==> config.mk <==
export PLATFORM = sky130hd
export DESIGN_NAME = conv_weight_loader
export DESIGN_NICKNAME = d
export VERILOG_FILES = /design/src/rtl/conv_weight_loader_pkg.sv /design/src/rtl/conv_weight_loader.sv
export SDC_FILE = /design/constraint.sdc
export NUM_CORES = 1
export LEC_CHECK = 0
export ABC_AREA = 1
export CAP_MARGIN = 0
export CORE_MARGIN = 5
export CORE_UTILIZATION = 48
export CTS_CLUSTER_DIAMETER = 80
export DETAILED_ROUTE_END_ITERATION = 10
export PLACE_DENSITY = 0.82
export REMOVE_ABC_BUFFERS = 1
export SYNTH_ARGS = -nofsm -noshare
export SYNTH_HDL_FRONTEND = slang
export SYNTH_SLANG_ARGS = --single-unit
==> constraint.sdc <==
create_clock -name clk -period 2.4 [get_ports clk]
set_clock_uncertainty 0.05 [all_clocks]
set_input_delay 0.48 -clock clk [delete_from_list [all_inputs] [get_ports clk]]
set_output_delay 0.48 -clock clk [all_outputs]
set_load 0.05 [all_outputs]
==> src/rtl/conv_weight_loader_pkg.sv <==
// -----------------------------------------------------------------------------
// conv_weight_loader_pkg
//
// Definitions shared by the weight loader and the convolution row /
// processing-element blocks it feeds:
//   - default geometry and widths (KERNEL_SIZE, NUM_ROWS, WEIGHT_BW, ADDR_BW)
//   - loader FSM state encoding
//   - helper deriving the number of weight writes in one load
// -----------------------------------------------------------------------------
package conv_weight_loader_pkg;

  localparam int DEF_KERNEL_SIZE = 5;
  localparam int DEF_NUM_ROWS    = 5;
  localparam int DEF_WEIGHT_BW   = 8;
  localparam int DEF_ADDR_BW     = 5;

  localparam logic [1:0] ST_IDLE_ENC = 2'd0;
  localparam logic [1:0] ST_LOAD_ENC = 2'd1;
  localparam logic [1:0] ST_DONE_ENC = 2'd2;

  typedef enum logic [1:0] {
    ST_IDLE = ST_IDLE_ENC,
    ST_LOAD = ST_LOAD_ENC,
    ST_DONE = ST_DONE_ENC
  } state_e;

  // One write per element of every row sharing the weight bus.
  function automatic int total_writes(input int kernel_size, input int num_rows);
    return kernel_size * num_rows;
  endfunction

endpackage

==> src/rtl/conv_weight_loader.sv <==
// -----------------------------------------------------------------------------
// conv_weight_loader
//
// Weight-load sequencer for the broadcast weight bus of a stack of convolution
// row units. After i_start it accepts exactly TOTAL = KERNEL_SIZE*NUM_ROWS
// signed weights on a valid/ready stream and issues one registered write per
// accepted beat to consecutive element addresses starting at BASE_ADDR.
//
// Ports:
//   clk, rst      clock; synchronous active-high reset
//   i_start       begin a load (honoured only while idle)
//   i_s_valid     weight beat valid
//   o_s_ready     loader accepts a beat (registered, depends on state only)
//   i_s_data      signed weight value
//   i_s_last      producer's end-of-load marker, checked against the count
//   o_w_en        weight write strobe to the array
//   o_addr        element address of the write
//   o_w           weight value of the write
//   o_busy        load in progress
//   o_done        one-cycle pulse coincident with the final write
//   o_err         sticky framing error, cleared by the next accepted start
// -----------------------------------------------------------------------------
module conv_weight_loader
  import conv_weight_loader_pkg::*;
#(
  parameter int KERNEL_SIZE = DEF_KERNEL_SIZE,
  parameter int NUM_ROWS    = DEF_NUM_ROWS,
  parameter int WEIGHT_BW   = DEF_WEIGHT_BW,
  parameter int ADDR_BW     = DEF_ADDR_BW,
  parameter int BASE_ADDR   = 0
) (
  input  logic                        clk,
  input  logic                        rst,
  input  logic                        i_start,
  input  logic                        i_s_valid,
  output logic                        o_s_ready,
  input  logic signed [WEIGHT_BW-1:0] i_s_data,
  input  logic                        i_s_last,
  output logic                        o_w_en,
  output logic        [ADDR_BW-1:0]   o_addr,
  output logic signed [WEIGHT_BW-1:0] o_w,
  output logic                        o_busy,
  output logic                        o_done,
  output logic                        o_err
);

  localparam int TOTAL  = total_writes(KERNEL_SIZE, NUM_ROWS);
  localparam int CNT_BW = (TOTAL > 1) ? $clog2(TOTAL) : 1;
  localparam logic [CNT_BW-1:0]  LAST_CNT  = CNT_BW'(TOTAL - 1);
  localparam logic [ADDR_BW-1:0] BASE_VEC  = ADDR_BW'(BASE_ADDR);

  // The whole load must fit in the address space without wrapping.
  if (BASE_ADDR + TOTAL - 1 >= (1 << ADDR_BW)) begin : g_addr_range_check
    $error("conv_weight_loader: BASE_ADDR+TOTAL-1 does not fit in ADDR_BW bits");
  end

  state_e                       state_q, state_d;
  logic        [CNT_BW-1:0]     cnt_q, cnt_d;
  logic                         s_ready_q, s_ready_d;
  logic                         w_en_q, w_en_d;
  logic        [ADDR_BW-1:0]    addr_q, addr_d;
  logic signed [WEIGHT_BW-1:0]  w_q, w_d;
  logic                         busy_q, busy_d;
  logic                         done_q, done_d;
  logic                         err_q, err_d;

  logic handshake;
  logic last_beat;

  assign handshake = i_s_valid && s_ready_q;
  assign last_beat = (cnt_q == LAST_CNT);

  always_comb begin
    // NOTE: every _d gets a default before the case so no path leaves one
    // unassigned; otherwise synthesis would infer a latch.
    state_d   = state_q;
    cnt_d     = cnt_q;
    s_ready_d = s_ready_q;
    w_en_d    = 1'b0;
    addr_d    = addr_q;   // address and weight hold between writes
    w_d       = w_q;
    done_d    = 1'b0;
    err_d     = err_q;

    unique case (state_q)
      ST_IDLE: begin
        if (i_start) begin
          state_d   = ST_LOAD;
          cnt_d     = '0;
          err_d     = 1'b0;
          s_ready_d = 1'b1;
        end
      end

      ST_LOAD: begin
        if (handshake) begin
          w_en_d = 1'b1;
          addr_d = BASE_VEC + ADDR_BW'(cnt_q);
          w_d    = i_s_data;
          // Framing is only reported; the load length is fixed by the count.
          if (i_s_last != last_beat) begin
            err_d = 1'b1;
          end
          if (last_beat) begin
            state_d   = ST_DONE;
            cnt_d     = '0;
            s_ready_d = 1'b0;
            done_d    = 1'b1;
          end else begin
            cnt_d = cnt_q + 1'b1;
          end
        end
      end

      ST_DONE: begin
        state_d = ST_IDLE;
      end

      default: begin
        state_d   = ST_IDLE;
        s_ready_d = 1'b0;
      end
    endcase

    busy_d = (state_d != ST_IDLE);
  end

  always_ff @(posedge clk) begin
    // NOTE: non-blocking assignments so every flop samples pre-edge values,
    // independent of statement order.
    if (rst) begin
      state_q   <= ST_IDLE;
      cnt_q     <= '0;
      s_ready_q <= 1'b0;
      w_en_q    <= 1'b0;
      addr_q    <= '0;
      w_q       <= '0;
      busy_q    <= 1'b0;
      done_q    <= 1'b0;
      err_q     <= 1'b0;
    end else begin
      state_q   <= state_d;
      cnt_q     <= cnt_d;
      s_ready_q <= s_ready_d;
      w_en_q    <= w_en_d;
      addr_q    <= addr_d;
      w_q       <= w_d;
      busy_q    <= busy_d;
      done_q    <= done_d;
      err_q     <= err_d;
    end
  end

  assign o_s_ready = s_ready_q;
  assign o_w_en    = w_en_q;
  assign o_addr    = addr_q;
  assign o_w       = w_q;
  assign o_busy    = busy_q;
  assign o_done    = done_q;
  assign o_err     = err_q;

endmodule

After elaboration in Yosys (flattened, before gate mapping)
Cells that the tools add are included.
{"block": "word_totals", "register_bits": 25, "latch_bits": 0, "mem_bits_rw": 0, "romBits": 0, "inputBits": 13, "output_inout_bits": 18, "wordCells": 49, "memories": 0}
{"block": "classes", "n_addsub": 1, "n_mul": 0, "div_mod_pow": 0, "order_cmp": 0, "n_eq_ne": 8, "shift": 0, "mux": 18, "bitwise_logic": 3, "n_reduce_logical": 10}
{"cell": "2-to-1 mux 5 bit", "n": 3}
{"cell": "case mux 5 bit (2 select lines)", "n": 1}
{"cell": "2-to-1 mux 1 bit", "n": 8}
{"cell": "!= test 2 bit (second input constant)", "n": 4}
{"cell": "AND reduction 4 bit", "n": 2}
{"cell": "2-to-1 mux 2 bit", "n": 3}
{"cell": "adder 5 x 1 -> 5 bit (second input constant)", "n": 1}
{"cell": "== test 5 bit (second input constant)", "n": 1}
{"cell": "case mux 2 bit (2 select lines)", "n": 1}
{"cell": "nonzero test 2 bit", "n": 2}
{"cell": "inverter 1 bit", "n": 3}
{"cell": "case mux 1 bit (3 select lines)", "n": 1}
{"cell": "AND reduction 3 bit", "n": 1}
{"cell": "OR reduction 3 bit", "n": 1}
{"cell": "== test 2 x 1 -> 1 bit (second input constant)", "n": 1}
{"cell": "== test 2 bit (second input constant)", "n": 1}
{"cell": "logical NOT 2 bit", "n": 1}
{"cell": "case mux 1 bit (2 select lines)", "n": 1}
{"cell": "AND reduction 2 bit", "n": 1}
{"cell": "OR reduction 2 bit", "n": 1}
{"cell": "logical AND 1 bit", "n": 1}
{"cell": "!= test 1 bit", "n": 1}

Longest topological paths before layout
Gate-level depths: netlist (run 1).
{"block": "depth", "word_depth": 5, "ltp_mapped": 10, "ltp_nobuf": 10}

Worst setup path after synthesis (run 1)
Ideal clock, no wire load.
{"block": "synth_timing", "path_type": "register to register", "start": "reg s_ready_q (netlist: o_s_ready)", "end": "reg cnt_q[1]", "setup_ps": 117, "arrival_ps": 1380, "required_ps": 2233, "slack_ps": 853, "path_stages_with_launch": 9, "n_path_buf": 1, "synth_period_minus_slack_ps": 1547, "path_cell_list": "dfxtp_1 -> nand2_1 -> inv_1 -> nand2_4 -> nand2_4 -> buf_6 -> inv_1 -> a21oi_1 -> nor2_1"}
{"block": "synth_between", "elab_chain_len": 3}
{"element": "start, declared", "line_no": "conv_weight_loader.sv:59", "source": "logic s_ready_q, s_ready_d;"}
{"element": "start signal, assigned", "line_no": "conv_weight_loader.sv:144", "source": "s_ready_q <= s_ready_d;"}
{"element": "logical AND 1 bit", "line_no": "conv_weight_loader.sv:70", "source": "assign handshake = i_s_valid && s_ready_q;"}
{"element": "!= test 2 bit (no source line)"}
{"element": "AND reduction 3 bit (no source line)"}
{"element": "end signal, assigned", "line_no": "conv_weight_loader.sv:143", "source": "cnt_q <= cnt_d;"}
{"element": "end, declared", "line_no": "conv_weight_loader.sv:58", "source": "logic [CNT_BW-1:0] cnt_q, cnt_d;"}
Every way passes these cells.
A chain may end at the register's enable or synchronous reset.

Worst setup path in the final report (run 1)
{"block": "layout_timing", "start": "reg s_ready_q (netlist: o_s_ready)", "end": "out o_s_ready"}
{"element": "end, declared", "line_no": "conv_weight_loader.sv:36", "source": "output logic o_s_ready,"}
No word-level cell between the ends.

==> out/metrics.cfg, run 1 <==
[sta]
rsz0062_at_grt=no
fin_crit_sh_pct=84.46
max_freq_mhz=493.3
slew_headroom_pct=63.49
worst_pin_slew_ns=0.5470
finalSetupViolCount=0
slew_viol_final=0
min_period_ns=2.027
hold_viol=0
tns_ns=0

[worst_setup_path]
cp.required_ns=1.87
reg2reg_slack_ns=0.92
path_class=reg -> out
endpoint=o_s_ready
crit_arrival_ns=1.50
cpMaxStageDelayCell=clkdlybuf4s50_1
reg2reg_depth=9
critPathMaxFanout=3
critPathCaptureType=primary output
cp-start-kind=flip-flop
worstPathCellList=clkdlybuf4s50_1
critPathBufInv=1
startpoint=o_s_ready$_SDFFE_PP0P_
r2r_end=cnt_q[0]$_SDFFE_PP0P_
crit_family=buffers and inverters
cp_num_cells=1
reg2reg_from=cnt_q[0]$_SDFFE_PP0P_
cpPeakStageDelay_ns=0.81

[routing]
drc=0
wl_per_cell_um=10.76
via_per_inst=4.777
ant_nets=0
drtPass1Iterations=4
vias=922
dr.first_iter.drc_count=12
routed_wirelength_mm=2.076

[final_layout]
postLayoutCellArea_sq_um=1350
layout_common_cells=clkdlybuf4s50_1, nor2_1, dfxtp_1
final_common_cell=clkdlybuf4s50_1
layout-drive-gt1-share_pct=5.422
diodes=0
syn2layout_area_growth_pct=33.54
final_nets=182

[global_routing]
grt_max_degree=19
grt_pass1_vias=903
antenna_found_initial=0
track_usage_pct=14.33
overflow=0
grt_pass1_wl_mm=3.698

[power]
cellLeakagePower_nw=0.5935
peakVddDrop_v=0.0004340
p_per_area_nw_per_um2=569.5

[cts]
htreeDepth=1
cts_hold_buffers=0
cts_sinks=25
clockBufferDepth=2
root_buffer=clkbuf_4
cts_tree=yes
cts_made_buffers=3
cts_setup_buffers=0
insertion_delay_ns=0.31
clk_pin_slew_ns=0.13
ctsResizeCount=0

[floorplan]
die_w_um=55.90
die_y_um=55.90
ios=31
fp-row-count=16
start_util_pct=51.01
die_area_sq_um=3124
coreArea_sq_um=1982

[synthesis]
avgSynthCellArea_sq_um=7.489
yosys_warnings=0
synthCells=135
netlist_area_sq_um=1011
ys_seq_elements=25
ys_seq_area_share_pct=49.50
synth_cell_types=18

[place]
place_area_sq_um=1323
port_buffers=30
dp_hpwl_mm=1.584
place.gp.congestion=0.7914

[run_status]
status=completed

[run]
cap_violations=0

[worst_hold_path]
hp-class=reg -> reg

[cells by family (layout without fill, tap and decap cells)]
kind of cell | after synthesis | in the layout | share of synthesized area [%]
simple gates | 63 | 63 | 27.23
flops | 25 | 25 | 49.50
compound gates | 24 | 24 | 11.88
buf+inv | 21 | 52 | 8.910
fa+ha+maj | 2 | 2 | 2.475
[Yosys cell counts]
master / count / area, sq um
dfxtp_1: 25 / 500.5
inv_1: 17 / 63.81
a21oi_1: 9 / 45.04
inv_2: 1 / 3.750
nor2_1: 25 / 93.84
and3_1: 1 / 6.260
nand2_1: 24 / 90.09
buf_4: 1 / 7.510
nand3_1: 8 / 40.04
o21ai_1: 1 / 5.000
nor3_1: 1 / 5.000
o21ai_0: 14 / 70.07
buf_6: 1 / 11.26
ha_1: 2 / 25.02
nor2_4: 1 / 11.26
nand2_4: 2 / 22.52
clkbuf_1: 1 / 3.750
nor2_2: 1 / 6.260
[routing by layer]
metal / track usage [%] / vias to the layer above / part of all wire (%)
met5: 0 / - / 0
met4: 5.085 / 0 / 0.58
met3: 4.176 / 2 / 7.7
met2: 26.35 / 30 / 46
met1: 15.44 / 405 / 45
li1: - / 485 / -
[how the worst min path moves through the flow]
stage	startpoint	endpoint	slack (ns)	cells past startpoint
2_1_floorplan	cnt_q[0]$_SDFFE_PP0P_	cnt_q[0]$_SDFFE_PP0P_	0.41	2
3_3_place_gp	o_err$_SDFFE_PP0P_	o_err$_SDFFE_PP0P_	0.38	2
3_5_place_dp	o_err$_SDFFE_PP0P_	o_err$_SDFFE_PP0P_	0.41	2
4_1_cts	o_err$_SDFFE_PP0P_	o_err$_SDFFE_PP0P_	0.43	2
5_1_grt	o_err$_SDFFE_PP0P_	o_err$_SDFFE_PP0P_	0.45	2
6_report	o_err$_SDFFE_PP0P_	o_err$_SDFFE_PP0P_	0.41	2
[area by class of cell]
cell class | count | area, sq um
clock buffers | 3 | 22.52
clock inverters | 1 | 5.005
fillers | 159 | 631.9
inverters | 18 | 67.56
multi-input cells | 89 | 420.4
flip-flops and latches | 25 | 500.5
well taps | 27 | 33.78
repair buffers | 30 | 300.3
[sequential cells by signal (all words and copies together), names as in the netlist]
| signal | flops |
|---|---|
| o_w | 8 |
| cnt_q | 5 |
| o_addr | 5 |
| state_q | 2 |
| o_busy | 1 |
| o_done | 1 |
| o_err | 1 |
| o_s_ready | 1 |
| o_w_en | 1 |
[per-stage QoR]
step,setup WS [ns],utilization [%],cells,hold WS [ns],total power (W)
5_1_grt,0.3189,68.12,193,0.4466,0.0008089
2_1_floorplan,0.8774,-,132,0.4063,0.0005429
3_5_place_dp,0.5091,66.73,189,0.4073,0.0005982
4_1_cts,0.3442,68.12,193,0.4260,0.0007791
6_report,0.3730,68.12,193,0.4146,0.0007688
3_3_place_gp,0.5351,66.73,189,0.3828,0.0005950
[power breakdown]
| group | switching, W | total, W | internal (W) |
|---|---|---|---|
| logic | 0.0000918 | 0.000147 | 0.0000555 |
| clock network | 0.000118 | 0.000180 | 0.0000622 |
| registers | 0.00000944 | 0.000441 | 0.000432 |
(Power assumes the default switching activity.)
==> run 2, diff against run 1 <==
- CORE_ASPECT_RATIO: not set -> 0.6
- CORE_UTILIZATION: 48 -> 40
- PLACE_DENSITY: 0.82 -> 0.73
- clock period: 2.4 -> 1.8 ns (I/O delays scaled with it)
==> out/metrics.cfg, run 2 (same netlist as run 1, synthesis figures left out) <==
[place]
place.gp.congestion=0.8098  ; was 0.7914
port_buffers=30  ; unchanged
dp_hpwl_mm=1.657  ; was 1.584 mm

[worst_setup_path]
reg2reg_from=cnt_q[0]$_SDFFE_PP0P_  ; unchanged
cp-start-kind=flip-flop  ; unchanged
critPathMaxFanout=5  ; was 3
crit_arrival_ns=1.66  ; was 1.50 ns
critPathCaptureType=flip-flop  ; was primary output
r2r_end=cnt_q[0]$_SDFFE_PP0P_  ; unchanged
cp.required_ns=1.95  ; was 1.87 ns
path_class=reg -> reg  ; was reg -> out
reg2reg_depth=9  ; unchanged
reg2reg_slack_ns=0.29  ; was 0.92 ns

[routing]
dr.first_iter.drc_count=84  ; was 12
vias=953  ; was 922
ant_nets=0  ; unchanged
drc=0  ; unchanged
drtPass1Iterations=4  ; unchanged
via_per_inst=4.741  ; was 4.777
wl_per_cell_um=11.17  ; was 10.76 um
routed_wirelength_mm=2.245  ; was 2.076 mm

[power]
switching_share_pct=28.24  ; was 28.53%
power_w=0.001117  ; was 0.0007688 W
comb_power_share_pct=17.6  ; was 19.2%
cellLeakagePower_nw=0.6516  ; was 0.5935 nW
p_clk_share_pct=29.7  ; was 23.5%
p_switching_w=0.0003155  ; was 0.0002194 W
peakVddDrop_v=0.0005050  ; was 0.0004340 V
p_int_w=0.0008017  ; was 0.0005494 W
seqPwrFrac_pct=52.6  ; was 57.4%
p_per_area_nw_per_um2=826.0  ; was 569.5 nW/um^2

[global_routing]
grt_max_degree=19  ; unchanged
track_usage_pct=12.69  ; was 14.33%
antenna_found_initial=0  ; unchanged
grt_pass1_vias=849  ; was 903
overflow=0  ; unchanged
grt_pass1_wl_mm=3.622  ; was 3.698 mm

[worst_hold_path]
hold_end=o_err$_SDFFE_PP0P_  ; unchanged
hp-start=o_err$_SDFFE_PP0P_  ; unchanged
hp-class=reg -> reg  ; unchanged
whs_path_depth=2  ; unchanged

[cts]
cts_hold_buffers=0  ; unchanged
insertion_delay_ns=0.27  ; was 0.31 ns
htreeDepth=1  ; unchanged
clockBufferDepth=2  ; unchanged
cts_tree=yes  ; unchanged
cts_setup_buffers=0  ; unchanged
root_buffer=clkbuf_8  ; was clkbuf_4
cts_made_buffers=3  ; unchanged
cts_sinks=25  ; unchanged
clk_pin_slew_ns=0.09  ; was 0.13 ns
ctsResizeCount=0  ; unchanged

[floorplan]
die_w_um=74.90  ; was 55.90 um
die_y_um=48.94  ; was 55.90 um
coreArea_sq_um=2452  ; was 1982 sq um
ios=31  ; unchanged
fp-row-count=14  ; was 16
start_util_pct=41.22  ; was 51.01%
die_area_sq_um=3666  ; was 3124 sq um

[final_layout]
largest_reg_flops=8  ; unchanged
multiInputGateArea_sq_um=420.4  ; unchanged
layout-drive-gt1-share_pct=17.75  ; was 5.422%
diodes=0  ; unchanged
layout_common_cells=nor2_1, dfxtp_1, nand2_1  ; was clkdlybuf4s50_1, nor2_1, dfxtp_1
syn2layout_area_growth_pct=33.79  ; was 33.54%
final_nets=185  ; was 182
fillCellCount=255  ; was 159
layout.area.seq_sq_um=500.5  ; unchanged

[sta]
hold_viol=0  ; unchanged
min_period_ns=1.510
slew_headroom_pct=83.78  ; was 63.49%
max_freq_mhz=662.4
fin_crit_sh_pct=83.87
finalSetupViolCount=0  ; unchanged
tns_ns=0  ; unchanged
worst_pin_slew_ns=0.2415  ; was 0.5470 ns
slew_viol_final=0  ; unchanged
rsz0062_at_grt=no  ; unchanged

[run]
cap_violations=0  ; unchanged

[run_status]
status=completed  ; unchanged

run 2: cell types whose count changed in the layout (fill, tap and decap cells not counted):
cell,previous run,this run
clkdlybuf4s50_1,30,12
clkbuf_8,0,3
buf_4,0,21
clkbuf_4,3,0
run 2: worst max path at each step:
stage | endpoint | cells past startpoint | startpoint | slack (ns)
floorplan | o_addr[0]$_SDFFE_PP0P_ | 4 | o_s_ready$_SDFFE_PP0P_ | 0.28
global placement | cnt_q[4]$_SDFFE_PP0P_ | 8 | i_s_valid | 0.16
detailed placement | cnt_q[3]$_SDFFE_PP0P_ | 8 | i_s_valid | 0.11
CTS | cnt_q[0]$_SDFFE_PP0P_ | 9 | cnt_q[0]$_SDFFE_PP0P_ | 0.30
global route | cnt_q[0]$_SDFFE_PP0P_ | 9 | cnt_q[0]$_SDFFE_PP0P_ | 0.14
finish | cnt_q[0]$_SDFFE_PP0P_ | 9 | cnt_q[0]$_SDFFE_PP0P_ | 0.29
run 2: metal layers:
layer | routed length, um | vias up | global-route usage (%)
met5 | 0 | - | 0
met4 | 15 | 0 | 3.550
met3 | 282 | 4 | 6.379
met2 | 910 | 41 | 17.63
met1 | 1037 | 420 | 17.08
li1 | - | 488 | -
run 2: area by class of cell:
class / count / share of cell area [%]
well taps: 32 / 2.960
multi-input cells: 89 / 31.08
clock inverters: 1 / 0.3700
flip-flops and latches: 25 / 37.00
clock buffers: 3 / 3.053
repair buffers: 33 / 20.54
inverters: 18 / 4.995
run 2: per-stage QoR:
step	instances	util, %	instance area [sq um]	hold slack, ns	setup WS (ns)
finish	201	55.15	1353	0.4052	0.2904
global route	201	55.15	1353	0.4415	0.1380
CTS	201	55.15	1353	0.4101	0.2992
detailed placement	197	53.27	1306	0.3965	0.1147
global placement	197	53.27	1306	0.3916	0.1584
floorplan	132	-	988.4	0.3939	0.2774
run 2: power groups by stage:
stage          combinational [W]  clock [W]  sequential, W
6_report                0.000197   0.000332       0.000588
5_1_grt                 0.000214   0.000364       0.000591
4_1_cts                 0.000197   0.000344       0.000588
3_5_place_dp            0.000197          0       0.000601
3_3_place_gp            0.000195          0       0.000599
2_1_floorplan          0.0000714          0       0.000653
run 2: worst max-delay path, cell delays in order, from the launching register on:
cell	delay, ns
dfxtp_1	0.36
inv_1	0.10
ha_1	0.21
nand2_1	0.06
inv_1	0.05
nand2_1	0.15
nand2_1	0.13
nand2_1	0.09
nand2_1	0.10
a21oi_1	0.14
==> run 3, diff against run 2 <==
- CORE_UTILIZATION: 40 -> 45
- PLACE_DENSITY: 0.73 -> 0.77
- clock period: 1.8 -> 1.6 ns (I/O delays scaled with it)
==> out/metrics.cfg, run 3 (same netlist as run 1, synthesis figures left out) <==
[power]
p_per_area_nw_per_um2=883.5  ; was 826.0 nW/um^2
peakVddDrop_v=0.0004877  ; was 0.0005050 V
cellLeakagePower_nw=0.6789  ; was 0.6516 nW
power_w=0.001285  ; was 0.001117 W

[place]
post-place-ws_ns=-0.009161  ; was 0.1147 ns
place_area_sq_um=1406  ; was 1306 sq um
place.gp.congestion=0.8308  ; was 0.8098
port_buffers=30  ; unchanged
dp_hpwl_mm=1.754  ; was 1.657 mm

[final_layout]
diodes=0  ; unchanged
layout_common_cells=nor2_1, dfxtp_1, nand2_1  ; unchanged
layout-drive-gt1-share_pct=18.71  ; was 17.75%
largest_reg_flops=8  ; unchanged
postLayoutCellArea_sq_um=1454  ; was 1353 sq um
final_nets=187  ; was 185
syn2layout_area_growth_pct=43.81  ; was 33.79%

[floorplan]
start_util_pct=47.09  ; was 41.22%
die_y_um=46.72  ; was 48.94 um
ios=31  ; unchanged
die_area_sq_um=3326  ; was 3666 sq um
fp-row-count=13  ; was 14
coreArea_sq_um=2147  ; was 2452 sq um
die_w_um=71.19  ; was 74.90 um

[routing]
wl_per_cell_um=11.79  ; was 11.17 um
ant_nets=0  ; unchanged
drtPass1Iterations=4  ; unchanged
drc=0  ; unchanged
routed_wirelength_mm=2.369  ; was 2.245 mm
via_per_inst=4.841  ; was 4.741
dr.first_iter.drc_count=58  ; was 84
vias=973  ; was 953

[worst_setup_path]
cpMaxStageDelayCell=dfxtp_1  ; unchanged
cp-start-kind=flip-flop  ; unchanged
critPathCaptureType=flip-flop  ; unchanged
critPathMaxFanout=5  ; unchanged
cpPeakStageDelay_ns=0.39  ; was 0.36 ns
crit_top_cell=nand2_1  ; unchanged
crit_family=simple AND/OR/NAND/NOR gates  ; unchanged
worstPathCellList=inv_1 -> ha_1 -> nand2_1 -> inv_1 -> nand2_2 -> nand2_1 -> nand2_1 -> nand2_1 -> a21oi_1  ; was inv_1 -> ha_1 -> nand2_1 -> inv_1 -> nand2_1 -> nand2_1 -> nand2_1 -> nand2_1 -> a21oi_1
path_class=reg -> reg  ; unchanged
crit_arrival_ns=1.63  ; was 1.66 ns
critPathBufInv=2  ; unchanged
reg2reg_slack_ns=0.13  ; was 0.29 ns
cp.required_ns=1.76  ; was 1.95 ns

[cts]
cts_sinks=25  ; unchanged
clk_pin_slew_ns=0.08  ; was 0.09 ns
insertion_delay_ns=0.27  ; about the same
cts_made_buffers=3  ; unchanged
htreeDepth=1  ; unchanged
root_buffer=clkbuf_8  ; unchanged
clockBufferDepth=2  ; unchanged
cts_tree=yes  ; unchanged

[sta]
slew_headroom_pct=84.04  ; was 83.78%
hold_viol=0  ; unchanged
min_period_ns=1.475  ; was 1.510 ns
worst_pin_slew_ns=0.2375  ; was 0.2415 ns
slew_viol_final=0  ; unchanged
hold_slack_ns=0.4323  ; was 0.4052 ns
rsz0062_at_grt=no  ; unchanged
layout_setup_ws_ns=0.1253  ; was 0.2904 ns
finalSetupViolCount=0  ; unchanged
fin_crit_sh_pct=92.17  ; was 83.87%
tns_ns=0  ; unchanged
max_freq_mhz=678.1  ; was 662.4 MHz

[global_routing]
track_usage_pct=15.15  ; was 12.69%
grt_max_degree=19  ; unchanged
grt_pass1_vias=878  ; was 849
overflow=0  ; unchanged
grt_pass1_wl_mm=3.857  ; was 3.622 mm
antenna_found_initial=0  ; unchanged

[run_status]
status=completed  ; unchanged

[run]
cap_violations=0  ; unchanged

[worst_hold_path]
hp-class=reg -> reg  ; unchanged

-- run 3: power by group --
group / switching (W) / internal [W]
Sequential: 0.0000202 / 0.000647
Combinational: 0.000143 / 0.000103
Clock: 0.000194 / 0.000178
Total: 0.000356 / 0.000928
-- run 3: timing repair --
item	CTS	global route
hold buffers	0	0
buffers inserted	0	0
resized for setup	0	1
endpoints found under the setup margin	0	4
-- run 3: cell type report --
cell class                      count  area (sq um)
Fill cell                         178         693.2
Sequential cell                    25         500.5
Multi-Input combinational cell     89         422.9
Timing Repair Buffer               35         380.4
Inverter                           18         67.56
Clock buffer                        4         45.04
Tap cell                           30         37.54
-- run 3: worst min-delay path, stage by stage, from the launching register on --
cell     delay (ns)
dfxtp_1        0.34
inv_1          0.06
a21oi_1        0.05
-- run 3: metal layers --
metal | part of all wire, % | global-route usage, %
met1 | 45 | 18.11
met2 | 44 | 23.91
met4 | 1.3 | 4.869
met3 | 9.2 | 8.061
met5 | 0 | 0
-- run 3: worst paths after layout --
path,from,to,cells after the start
worst max-delay path,cnt_q[0]$_SDFFE_PP0P_,cnt_q[2]$_SDFFE_PP0P_,9
worst min-delay path,o_err$_SDFFE_PP0P_,o_err$_SDFFE_PP0P_,2
worst max register to register,cnt_q[0]$_SDFFE_PP0P_,cnt_q[2]$_SDFFE_PP0P_,9
worst min register to register,o_err$_SDFFE_PP0P_,o_err$_SDFFE_PP0P_,2
-- run 3: per-stage QoR --
step                cells  utilization, %
global route          201           67.72
CTS                   201           67.60
global placement      197           65.50
detailed placement    197           65.50
floorplan             132               -
finish                201           67.72
